$ cat config.mk
export PLATFORM = sky130hd
export DESIGN_NAME = conv_stream_kxk
export DESIGN_NICKNAME = d
export VERILOG_FILES = /design/src/rtl/conv_stream_kxk.sv
export SDC_FILE = /design/constraint.sdc
export NUM_CORES = 1
export LEC_CHECK = 0
export BUFFER_PORTS_ARGS = -buffer_cell sky130_fd_sc_hd__buf_2
export CORE_UTILIZATION = 50
export DETAILED_ROUTE_END_ITERATION = 8
export GPL_TIMING_DRIVEN = 1
export PLACE_DENSITY_LB_ADDON = 0.3
export RECOVER_POWER = 25
export SYNTH_ARGS = -nofsm -noshare
export SYNTH_HDL_FRONTEND = slang
export SYNTH_SLANG_ARGS = --single-unit
$ cat constraint.sdc
create_clock -name clk -period 7.2 [get_ports clk]
set_input_delay 0.36 -clock clk [delete_from_list [all_inputs] [get_ports clk]]
set_output_delay 0.36 -clock clk [all_outputs]
set_load 0.1 [all_outputs]
$ cat src/rtl/conv_stream_kxk.sv
// conv_stream_kxk
// Streaming KxK convolution engine. A job begins with start. The K*K weights
// are then loaded serially. After that the IMG_H x IMG_W feature map streams in
// raster order, one pixel per accepted cycle. One output pixel is produced for
// every complete KxK window. There is no padding and the stride is 1. Each
// result is right-shifted by SHIFT and saturated to DW bits, unsigned.
//
// Ports
//   clk          rising-edge clock
//   rst          asynchronous reset, active low
//   start        begins a job (only seen while idle)
//   filter_valid in_filter carries a weight this cycle (only seen while loading)
//   in_filter    weight word
//   ifmap_valid  in_ifmap carries a pixel this cycle
//   in_ifmap     pixel word, raster order
//   ifmap_ready  high while streaming; a pixel is taken on valid & ready
//   out_valid    one-cycle pulse per result
//   out          saturated result, held between results
//   out_last     marks the final result of the job
//   busy         high whenever a job is in progress
//   done         one-cycle pulse at job end
module conv_stream_kxk #(
  parameter int DW    = 8,
  parameter int K     = 3,
  parameter int IMG_W = 5,
  parameter int IMG_H = 5,
  parameter int ACC_W = 20,
  parameter int SHIFT = 0
) (
  input  logic          clk,
  input  logic          rst,
  input  logic          start,
  input  logic          filter_valid,
  input  logic [DW-1:0] in_filter,
  input  logic          ifmap_valid,
  input  logic [DW-1:0] in_ifmap,
  output logic          ifmap_ready,
  output logic          out_valid,
  output logic [DW-1:0] out,
  output logic          out_last,
  output logic          busy,
  output logic          done
);

  localparam int NW = K * K;
  localparam int IW = $clog2(NW + 1);
  localparam int CW = $clog2(IMG_W + 1);
  localparam int RW = $clog2(IMG_H + 1);

  typedef enum logic [1:0] {IDLE, LOAD_FILT, STREAM, FINISH} state_e;

  state_e        state_q;
  logic [IW-1:0] wIdx_q;
  logic [RW-1:0] row_q;
  logic [CW-1:0] col_q;
  logic          ifmapReady_q;
  logic          busy_q;
  logic          done_q;
  logic          winValid_q;
  logic          winLast_q;
  logic          outValid_q;
  logic          outLast_q;
  logic [DW-1:0] out_q;

  logic [DW-1:0] weight_q  [NW];
  logic [DW-1:0] lineBuf_q [K-1][IMG_W];
  logic [DW-1:0] win_q     [K][K];

  logic [ACC_W-1:0] acc_d;
  logic [ACC_W-1:0] shifted_d;
  logic [DW-1:0]    sat_d;

  logic pixAccept;
  logic lastPix;
  logic winComplete;
  logic weightWe;
  logic lastWeight;

  assign pixAccept   = ifmap_valid & ifmapReady_q;
  assign lastPix     = (row_q == RW'(IMG_H - 1)) && (col_q == CW'(IMG_W - 1));
  // Only windows that lie fully inside one block of K rows are valid.
  // Positions that straddle a row boundary fail the column test.
  assign winComplete = (row_q >= RW'(K - 1)) && (col_q >= CW'(K - 1));
  assign weightWe    = (state_q == LOAD_FILT) & filter_valid;
  assign lastWeight  = (wIdx_q == IW'(NW - 1));

  // Control FSM. It sequences weight loading, pixel counting and the
  // end-of-job handshake. winValid/winLast mark the edge at which the window
  // array holds a complete window, so the MAC result is registered one edge
  // later. done is raised one edge after out_last and is then held for a
  // single cycle. busy drops together with done.
  always_ff @(posedge clk or negedge rst) begin
    if (!rst) begin
      state_q      <= IDLE;
      wIdx_q       <= '0;
      row_q        <= '0;
      col_q        <= '0;
      ifmapReady_q <= 1'b0;
      busy_q       <= 1'b0;
      done_q       <= 1'b0;
      winValid_q   <= 1'b0;
      winLast_q    <= 1'b0;
    end else begin
      winValid_q <= pixAccept & winComplete;
      winLast_q  <= pixAccept & lastPix;
      case (state_q)
        IDLE: begin
          if (start) begin
            state_q <= LOAD_FILT;
            busy_q  <= 1'b1;
            wIdx_q  <= '0;
          end
        end
        LOAD_FILT: begin
          if (filter_valid) begin
            if (lastWeight) begin
              state_q      <= STREAM;
              ifmapReady_q <= 1'b1;
              wIdx_q       <= '0;
              row_q        <= '0;
              col_q        <= '0;
            end else begin
              wIdx_q <= wIdx_q + IW'(1);
            end
          end
        end
        STREAM: begin
          if (pixAccept) begin
            if (col_q == CW'(IMG_W - 1)) begin
              col_q <= '0;
              row_q <= lastPix ? '0 : row_q + RW'(1);
            end else begin
              col_q <= col_q + CW'(1);
            end
            if (lastPix) begin
              ifmapReady_q <= 1'b0;
              state_q      <= FINISH;
            end
          end
        end
        FINISH: begin
          if (done_q) begin
            done_q  <= 1'b0;
            busy_q  <= 1'b0;
            state_q <= IDLE;
          end else if (outLast_q) begin
            done_q <= 1'b1;
          end
        end
        default: state_q <= IDLE;
      endcase
    end
  end

  // Multiply-accumulate over the current window, then scale and saturate.
  // The accumulator width is chosen wide enough that no overflow can occur.
  always_comb begin
    acc_d = '0;
    for (int rr = 0; rr < K; rr++) begin
      for (int cc = 0; cc < K; cc++) begin
        acc_d = acc_d + ACC_W'(weight_q[rr*K+cc]) * ACC_W'(win_q[rr][cc]);
      end
    end
    shifted_d = acc_d >> SHIFT;
    sat_d     = (|shifted_d[ACC_W-1:DW]) ? {DW{1'b1}} : shifted_d[DW-1:0];
  end

  // Datapath storage. Each line buffer delays the stream by exactly one image
  // row, so its tail gives the pixel directly above in the previous row. The
  // window shifts left, which keeps column 0 as the oldest pixel. This matches
  // the weight ordering (idx 0 = top-left). Nothing moves unless a pixel is
  // accepted, so gaps in ifmap_valid have no effect.
  always_ff @(posedge clk or negedge rst) begin
    if (!rst) begin
      outValid_q <= 1'b0;
      outLast_q  <= 1'b0;
      out_q      <= '0;
      for (int i = 0; i < NW; i++) weight_q[i] <= '0;
      for (int j = 0; j < K-1; j++) begin
        for (int e = 0; e < IMG_W; e++) lineBuf_q[j][e] <= '0;
      end
      for (int rr = 0; rr < K; rr++) begin
        for (int cc = 0; cc < K; cc++) win_q[rr][cc] <= '0;
      end
    end else begin
      outValid_q <= winValid_q;
      outLast_q  <= winValid_q & winLast_q;
      if (winValid_q) out_q <= sat_d;
      if (weightWe) weight_q[wIdx_q] <= in_filter;
      if (pixAccept) begin
        lineBuf_q[0][0] <= in_ifmap;
        for (int j = 1; j < K-1; j++) lineBuf_q[j][0] <= lineBuf_q[j-1][IMG_W-1];
        for (int j = 0; j < K-1; j++) begin
          for (int e = 1; e < IMG_W; e++) lineBuf_q[j][e] <= lineBuf_q[j][e-1];
        end
        for (int rr = 0; rr < K; rr++) begin
          for (int cc = 0; cc < K-1; cc++) win_q[rr][cc] <= win_q[rr][cc+1];
        end
        win_q[K-1][K-1] <= in_ifmap;
        for (int rr = 0; rr < K-1; rr++) win_q[rr][K-1] <= lineBuf_q[K-2-rr][IMG_W-1];
      end
    end
  end

  assign ifmap_ready = ifmapReady_q;
  assign out_valid   = outValid_q;
  assign out         = out_q;
  assign out_last    = outLast_q;
  assign busy        = busy_q;
  assign done        = done_q;

endmodule

==> results.yml, run 1 <==
die:
  ios: 34
  fp.coreArea_um2: 55300
  die-width_um: 239
  rows: 86
  dieArea_um2: 57100
  start_util_pct: 50.8
  die_y_um: 239
clock_tree:
  h-tree-depth: 1
  cts_buffers: 27
  cts_root_buf: "clkbuf_16"
  clkTransAtPathRegs_ns: 0.06
  cts.sinks: 203
  cts.path.max_buffers: 3
  cts_tree: "done"
  clk_latency_ns: 0.58
critical_path:
  cp-start-kind: "flop"
  cp.arrival_ns: 8.38
  critical_path_class: "flop to flop"
  worstPathMaxFanout: 8
  cp_data_required_time_ns: 7.66
  endpoint_kind: "flop"
synthesis:
  synth_seq_cells: 203
  syn_inst: 2609
  synth_edf_count: 0
  synth_top_family_by_area: "adder cells"
  avgSynthCellArea_um2: 10.8
  synthAdderAreaFrac_pct: 50.8
  synth_async_sr_flop_share_pct: 100
  syn-num-nets: 3445
  ys_top_cells_by_area: "fa_1, dfrtp_1, ha_1, and2_1, inv_1"
  synthDistinctLibCells: 51
  seq_area_frac_synth_pct: 18.1
  synth_xor_area_share_pct: 0.365
  yosys_warnings: 0
  yosys_most_used_dff: "dfrtp_1"
  synth.top_cell.area_share_pct: 38.7
  netlist_area_um2: 28100
  synth_compound_area_share_pct: 2.11
  muxShareOfSynthArea_pct: 7.10
  yosys.area_share.simple_pct: 13.0
  yosys.area.top_type: "fa_1"
route:
  viasPerCell: 5.19
  vias: 19200
  first_pass_iters: 7
  final_antenna_net_count: 0
  drtIter0Drc: 1130
  wl_per_cell_um: 20.8
  drc_errors: 0
  routed_wl_mm: 76.9
cells_and_area:
  fin_area_um2: 32800
  fin_cells: 3692
  finish.net_count: 3758
  area_delta_synth_final_pct: 16.8
  layout-drive-gt1-share_pct: 23.8
  final_cell_mix: "inv_1, fa_1, and2_1"
  layout_commonest_cell: "inv_1"
sta:
  setup_violations: 8
  max_freq_ghz: 0.126
  relSlewSlack_pct: -269
  holdWs_ns: 0.0354
  rsz0062_at_grt: "yes"
  period_share_pct: 110
  fin_ws_ns: -0.723
  finalClockSkew_ns: 0.0164
  timing.final.crit_period_ns: 7.92
  worst_pin_slew_ns: 5.53
  drv_slew: 132
  hold_viol_final: 0
place:
  hpwl_mm: 64.6
  dpl-instance-area_um2: 31000
  numPortBuffers: 33
  dp.cells: 3591
  gp_congestion: 0.978
  pre_cts_ws_ns: -0.885
hold_path:
  holdCritPathClass: "input pin to flop"
grt:
  grt_max_degree: 95
  grt_overflow: 0
  grt_pass1_vias: 21400
  track_usage_pct: 28.6
  grt_pass1_wl_mm: 122
  antenna_found_initial: 4
status:
  violations: "max-capacitance violations, max-slew violations, negative setup slack"
  status: "complete, but fails checks"
job:
  cap_violations: 2
==> final timing paths <==
kind                              to  depth (start not counted)  slack [ns]         from
max                           out[0]                         23       -0.72     win_q[4]
min                         win_q[6]                          2        0.04  in_ifmap[6]
max reg2reg                   out[0]                         23       -0.72     win_q[4]
min reg2reg                 out_last                          1        0.47    winLast_q
max in group asynchronous  win_q[44]                          2        1.28          rst
min in group asynchronous  wIdx_q[2]                          2        2.41          rst
==> cell type report <==
| type | instances | area, µm² |
|---|---|---|
| fill | 4712 | 22500 |
| multi-input combinational | 1779 | 21000 |
| sequential | 203 | 5130 |
| timing repair buffer | 353 | 2650 |
| inverter | 558 | 2090 |
| tap | 748 | 936 |
| clock buffer | 28 | 689 |
| clock inverter | 21 | 293 |
| antenna | 2 | 5.00 |
==> critical path: stages (launching register included) <==
cell      delay (ns)
dfrtp_2         0.46
and2_1          0.20
fa_1            0.54
inv_1           0.05
fa_1            0.55
fa_2            0.47
fa_2            0.56
fa_2            0.47
fa_2            0.61
fa_1            0.45
fa_1            0.59
fa_2            0.47
fa_1            0.58
inv_2           0.06
ha_4            0.22
nand4_1         0.11
buf_4           0.14
a211oi_4        0.04
or2_4           0.26
a211o_4         0.37
xnor2_4         0.16
buf_12          0.16
nor3_1          0.21
a21oi_2         0.07
==> logic make-up (layout without fill, tap and decap cells) <==
logic type | Yosys count | after routing
flip-flops | 203 | 203
AO/OA/AOI/OAI | 93 | 93
AND/OR/NAND/NOR | 684 | 684
XOR/XNOR | 10 | 10
buffers and inverters | 627 | 960
adder cells (fa/ha/maj) | 815 | 815
other | 0 | 2
multiplexers | 177 | 177
==> Yosys cell counts, types with 2 or more instances <==
master    instances
a21oi_2           3
a21o_1            3
nand2b_1         12
mux2_2          177
a22o_1            2
dfrtp_1         203
nor2_1           25
nor3_1           13
a21oi_1          25
xor2_1            2
a211oi_1          3
o21ai_0          29
ha_1            272
clkbuf_1         64
a21boi_0          3
fa_1            543
o21ai_1           2
a31oi_1           2
o211ai_2          2
xnor2_1           6
xnor2_2           2
nand4_1           7
o211ai_1          4
nor3b_1           4
and2_1          380
inv_1           558
nand2_1         222
buf_6             2
a211o_1           2
o21a_1            4
nand3_1          13
==> what timing repair did <==
item,4_1_cts,5_1_grt
hold buffers,8,0
resized for setup,69,54
buffers inserted,34,8
endpoints found under the setup margin,8,8
endpoints found under the hold margin,99,0
pin swaps,49,31
==> sequential cells by signal, indices dropped and copies added (netlist names) <==
register     flops
out_valid        1
out              8
wIdx_q           4
state_q          2
winValid_q       1
done             1
busy             1
row_q            3
col_q            3
ifmap_ready      1
winLast_q        1
lineBuf_q       32
win_q           72
weight_q        72
out_last         1
==> metal layers <==
layer / global-route usage (%) / wire (µm) / vias to the layer above
met4: 10.3 / 2910 / 2
met3: 6.26 / 5480 / 137
met2: 47.0 / 36700 / 534
li1: - / - / 8507
met1: 37.2 / 31800 / 9988
met5: 0 / 13 / -
==> per-stage QoR <==
stage | setup TNS [ns] | utilization, %
2_1_floorplan | -1.82 | -
3_3_place_gp | -6.20 | 56.1
3_5_place_dp | -6.96 | 56.1
4_1_cts | -5.09 | 58.9
5_1_grt | -7.10 | 59.3
6_report | -5.60 | 59.3
Power of run 1 is left out: the tool's default activity adds up to more than one toggle a clock period on the data nets, which glitch-free logic cannot reach.
==> run 2: changes to the inputs <==
CORE_ASPECT_RATIO = 0.8   (was not set)
==> results.yml, run 2 (same netlist as run 1, synthesis figures left out) <==
hold_path:
  holdCritPathClass: "input pin to flop"
  hp-start: "start"
clock_tree:
  cts_tree: "done"
  cts.path.max_buffers: 3
  cts_root_buf: "clkbuf_16"
  cts.sinks: 203
  h-tree-depth: 1
  cts_buffers: 27
  clkTransAtPathRegs_ns: 0.06
  clk_latency_ns: 0.60
route:
  final_antenna_net_count: 0
  wl_per_cell_um: 20.8
  drtIter0Drc: 1256
  drc_errors: 0
  routed_wl_mm: 76.9
  first_pass_iters: 5
  viasPerCell: 5.18
  vias: 19200
status:
  violations: "max-capacitance violations, max-slew violations, negative setup slack"
  status: "complete, but fails checks"
cells_and_area:
  nFillCells: 4625
  antennaDiodeCount: 0
  final_cell_mix: "inv_1, fa_1, and2_1"
  reg.largest.list: "weight_q (72), win_q (72), lineBuf_q (32)"
  layout-drive-gt1-share_pct: 24.6
  layout_commonest_cell: "inv_1"
  regArea_um2: 5130
  area_delta_synth_final_pct: 17.3
  multi_input_area_um2: 21000
  finish.net_count: 3765
critical_path:
  cp-startpoint: "win_q[27]"
  cp_common_cell: "fa_1"
  path_delay_family: "adder cells"
  slowest_delay_ns: 0.58
  endpoint_kind: "flop"
  cp_slowest_cell: "fa_2"
  cp.arrival_ns: 8.38
  cp_data_required_time_ns: 7.68
  rr_startpoint: "win_q[27]"
  path_buf_inv: 6
  cp-start-kind: "flop"
  critical_path_class: "flop to flop"
  worstPathMaxFanout: 8
  r2r_setup_slack_ns: -0.70
sta:
  setup_violations: 8
  period_share_pct: 110
  rsz0062_at_grt: "yes"
  max_freq_ghz: 0.127
  relSlewSlack_pct: -319
  fin_ws_ns: -0.699
  timing.final.crit_period_ns: 7.90
  hold_viol_final: 0
  worst_pin_slew_ns: 6.28
  setup_tns_ns: -5.48
  finalClockSkew_ns: 0.0309
  drv_slew: 101
place:
  gp_congestion: 0.968
  hpwl_mm: 64.6
  pre_cts_ws_ns: -0.922
  numPortBuffers: 33
grt:
  top_usage_layer: "met2"
  grtUsageMet3_pct: 7.94
  grt_overflow: 0
  track_usage_pct: 28.3
  grt_pass1_wl_mm: 121
  use_met1_pct: 41.1
  grt_pass1_vias: 21100
  antenna_found_initial: 2
  grt_max_degree: 101
  globalRouteMet2Util_pct: 42.2
job:
  cap_violations: 1
die:
  start_util_pct: 50.7
  die_y_um: 214
  rows: 77
  dieArea_um2: 57100
  die-width_um: 267
  fp.coreArea_um2: 55400
  ios: 34
run 2: changes by cell type in the layout (fill, tap and decap cells not counted), sizes merged:
cell	previous run	this run
bufinv	6	7
diode	2	0
clkinv	6	8
clkbuf	29	33
clkinvlp	3	0
buf	344	350
dlygate4sd3	8	9
inv	564	560
run 2: timing repair:
item	4_1_cts	5_1_grt
hold endpoints to repair	106	0
setup buffers	35	5
gates resized for setup	124	24
hold buffers	9	0
pin swaps	66	28
endpoints found under the setup margin	8	8
run 2: final timing paths:
kind                       cells past startpoint        end
max reg2reg                                   25     out[7]
min in group asynchronous                      2     out[4]
min reg2reg                                    1   out_last
min                                            3       busy
max                                           25     out[7]
max in group asynchronous                      2  win_q[50]
run 2: worst min-delay path: stages:
cell and delay, ns:
buf_2 0.09, a21oi_1 0.05, o21ai_0 0.13
run 2: layout make-up:
| type | instances | area share [%] |
|---|---|---|
| inverter | 558 | 6.36 |
| sequential | 203 | 15.6 |
| timing repair buffer | 360 | 8.29 |
| multi-input combinational | 1779 | 63.9 |
| clock buffer | 32 | 2.17 |
| tap | 750 | 2.85 |
| clock inverter | 17 | 0.881 |
run 2: stage by stage:
step                      utilization (%)  cells  hold slack (ns)  cell area (µm²)
after floorplan                         -   2609           0.0644            28300
after global placement               56.2   3601            0.436            31100
after detailed placement             56.2   3601            0.450            31100
after CTS                            59.3   3694           0.0480            32900
after global routing                 59.5   3699           0.0655            32900
final                                59.5   3699           0.0641            32900
run 2: layer usage:
metal / part of all wire (%) / vias to the layer above
li1: - / 8516
met1: 44 / 9980
met2: 44 / 559
met3: 9.0 / 109
met4: 2.7 / 2
met5: 0.017 / -
Power of run 2 is left out for the same reason.
==> run 3: changes to the inputs <==
BUFFER_PORTS_ARGS = -buffer_cell sky130_fd_sc_hd__buf_4   (was -buffer_cell sky130_fd_sc_hd__buf_2)
==> results.yml, run 3 (same netlist as run 1, synthesis figures left out) <==
grt:
  track_usage_pct: 28.6
  antenna_found_initial: 0
  grt_overflow: 0
  grt_max_degree: 74
  grt_pass1_wl_mm: 122
  grt_pass1_vias: 21100
sta:
  fin_ws_ns: -0.674
  max_freq_ghz: 0.127
  worst_pin_slew_ns: 4.45
  relSlewSlack_pct: -197
  rsz0062_at_grt: "yes"
  finalClockSkew_ns: 0.0160
  setup_violations: 8
  drv_slew: 119
  period_share_pct: 109
  timing.final.crit_period_ns: 7.87
  hold_viol_final: 0
die:
  rows: 77
  dieArea_um2: 57100
  die_y_um: 214
  die-width_um: 267
  start_util_pct: 50.7
  fp.coreArea_um2: 55400
  ios: 34
cells_and_area:
  finish.net_count: 3729
  nFillCells: 4690
  reg.largest.list: "weight_q (72), win_q (72), lineBuf_q (32)"
  layout_commonest_cell: "inv_1"
  fin_area_um2: 32300
  fin_util_pct: 58.4
  fin_cells: 3662
  layout-drive-gt1-share_pct: 22.0
  area_delta_synth_final_pct: 15.1
  final_cell_mix: "inv_1, fa_1, and2_1"
  antennaDiodeCount: 0
clock_tree:
  cts_tree: "done"
  cts_root_buf: "clkbuf_16"
  cts.path.max_buffers: 3
  clk_latency_ns: 0.58
  clkTransAtPathRegs_ns: 0.07
  h-tree-depth: 1
  cts.sinks: 203
  cts_buffers: 26
route:
  final_antenna_net_count: 0
  viasPerCell: 5.16
  drtIter0Drc: 1068
  routed_wl_mm: 77.1
  wl_per_cell_um: 21.1
  vias: 18900
  drc_errors: 0
  first_pass_iters: 5
status:
  violations: "max-capacitance violations, max-slew violations, negative setup slack"
  status: "complete, but fails checks"
place:
  dpl-instance-area_um2: 31100
  dp.cells: 3593
  hpwl_mm: 65.6
  gp_congestion: 0.973
  numPortBuffers: 33
critical_path:
  rr_endpoint: "out[3]"
  cp-start-kind: "flop"
  cp_slowest_cell: "fa_1"
  cp_data_required_time_ns: 7.66
  worstPathMaxFanout: 8
  cp_common_cell: "fa_1"
  endpoint_kind: "flop"
  critical_path_class: "flop to flop"
  rr_startpoint: "win_q[33]"
  cp-endpoint: "out[3]"
  cp.arrival_ns: 8.33
  r2r_cells: 26
  slowest_delay_ns: 0.56
  r2r_setup_slack_ns: -0.67
  cp-startpoint: "win_q[33]"
hold_path:
  holdCritPathClass: "input pin to flop"
job:
  cap_violations: 2
run 3: cell count changes in the layout (fill, tap and decap cells not counted), moves of 5 or more:
cell / change
clkbuf_8: +5
buf_6: -8
bufinv_16: -7
buf_2: -32
buf_4: +9
dfrtp_1: +13
dfrtp_2: -13
and2_1: +7
fa_2: -12
nor3_1: +5
fa_1: +12
and2_4: -6
run 3: area by class of cell:
type                            instances  area (µm²)  share of cell area, %
Multi-Input combinational cell       1779       20800                   64.5
Sequential cell                       203        5120                   15.8
Timing Repair Buffer                  325        2490                   7.71
Inverter                              558        2090                   6.48
Tap cell                              750         938                   2.90
Clock buffer                           34         751                   2.32
Clock inverter                         13        97.6                  0.302
run 3: worst min-delay path by stage:
stage                start  cells after the start  slack [ns]            to
3_3_place_gp           rst                      1        0.38  weight_q[66]
2_1_floorplan          rst                      0        0.06          busy
6_report       in_ifmap[5]                      2        0.03      win_q[5]
3_5_place_dp           rst                      1        0.38  weight_q[66]
5_1_grt        in_ifmap[5]                      2        0.02      win_q[5]
4_1_cts        in_ifmap[5]                      2      0.0004      win_q[5]
run 3: what timing repair did:
| item | in CTS | in global routing |
|---|---|---|
| endpoints found under the hold margin | 69 | 0 |
| hold buffers | 5 | 0 |
| gates cloned | 0 | 0 |
| setup endpoints to repair | 8 | 8 |
| pin swaps | 16 | 17 |
| gates resized for setup | 56 | 25 |
| setup buffers | 11 | 6 |
run 3: critical path, delay by kind of cell (launching register included):
family	cells	cell delay [ns]
buffers and inverters	7	0.49
AO/OA/AOI/OAI	5	0.82
XOR/XNOR	1	0.17
AND/OR/NAND/NOR	2	0.48
adder cells (fa/ha/maj)	11	5.36
flip-flops	1	0.44
run 3: metal layers:
metal | up-vias | share of wire [%] | track usage, %
met5 | - | 0 | 0
li1 | 8451 | - | -
met4 | 0 | 2.1 | 5.31
met3 | 79 | 9.8 | 8.76
met2 | 522 | 44 | 42.9
met1 | 9858 | 44 | 41.4
run 3: through the flow:
stage | setup TNS [ns] | hold slack (ns) | setup slack (ns)
6_report | -5.32 | 0.0271 | -0.674
3_3_place_gp | -6.72 | 0.382 | -0.842
2_1_floorplan | -1.82 | 0.0644 | -0.227
4_1_cts | -5.10 | 0.000407 | -0.644
5_1_grt | -7.18 | 0.0225 | -0.912
3_5_place_dp | -7.05 | 0.380 | -0.914
Power of run 3 is left out for the same reason.
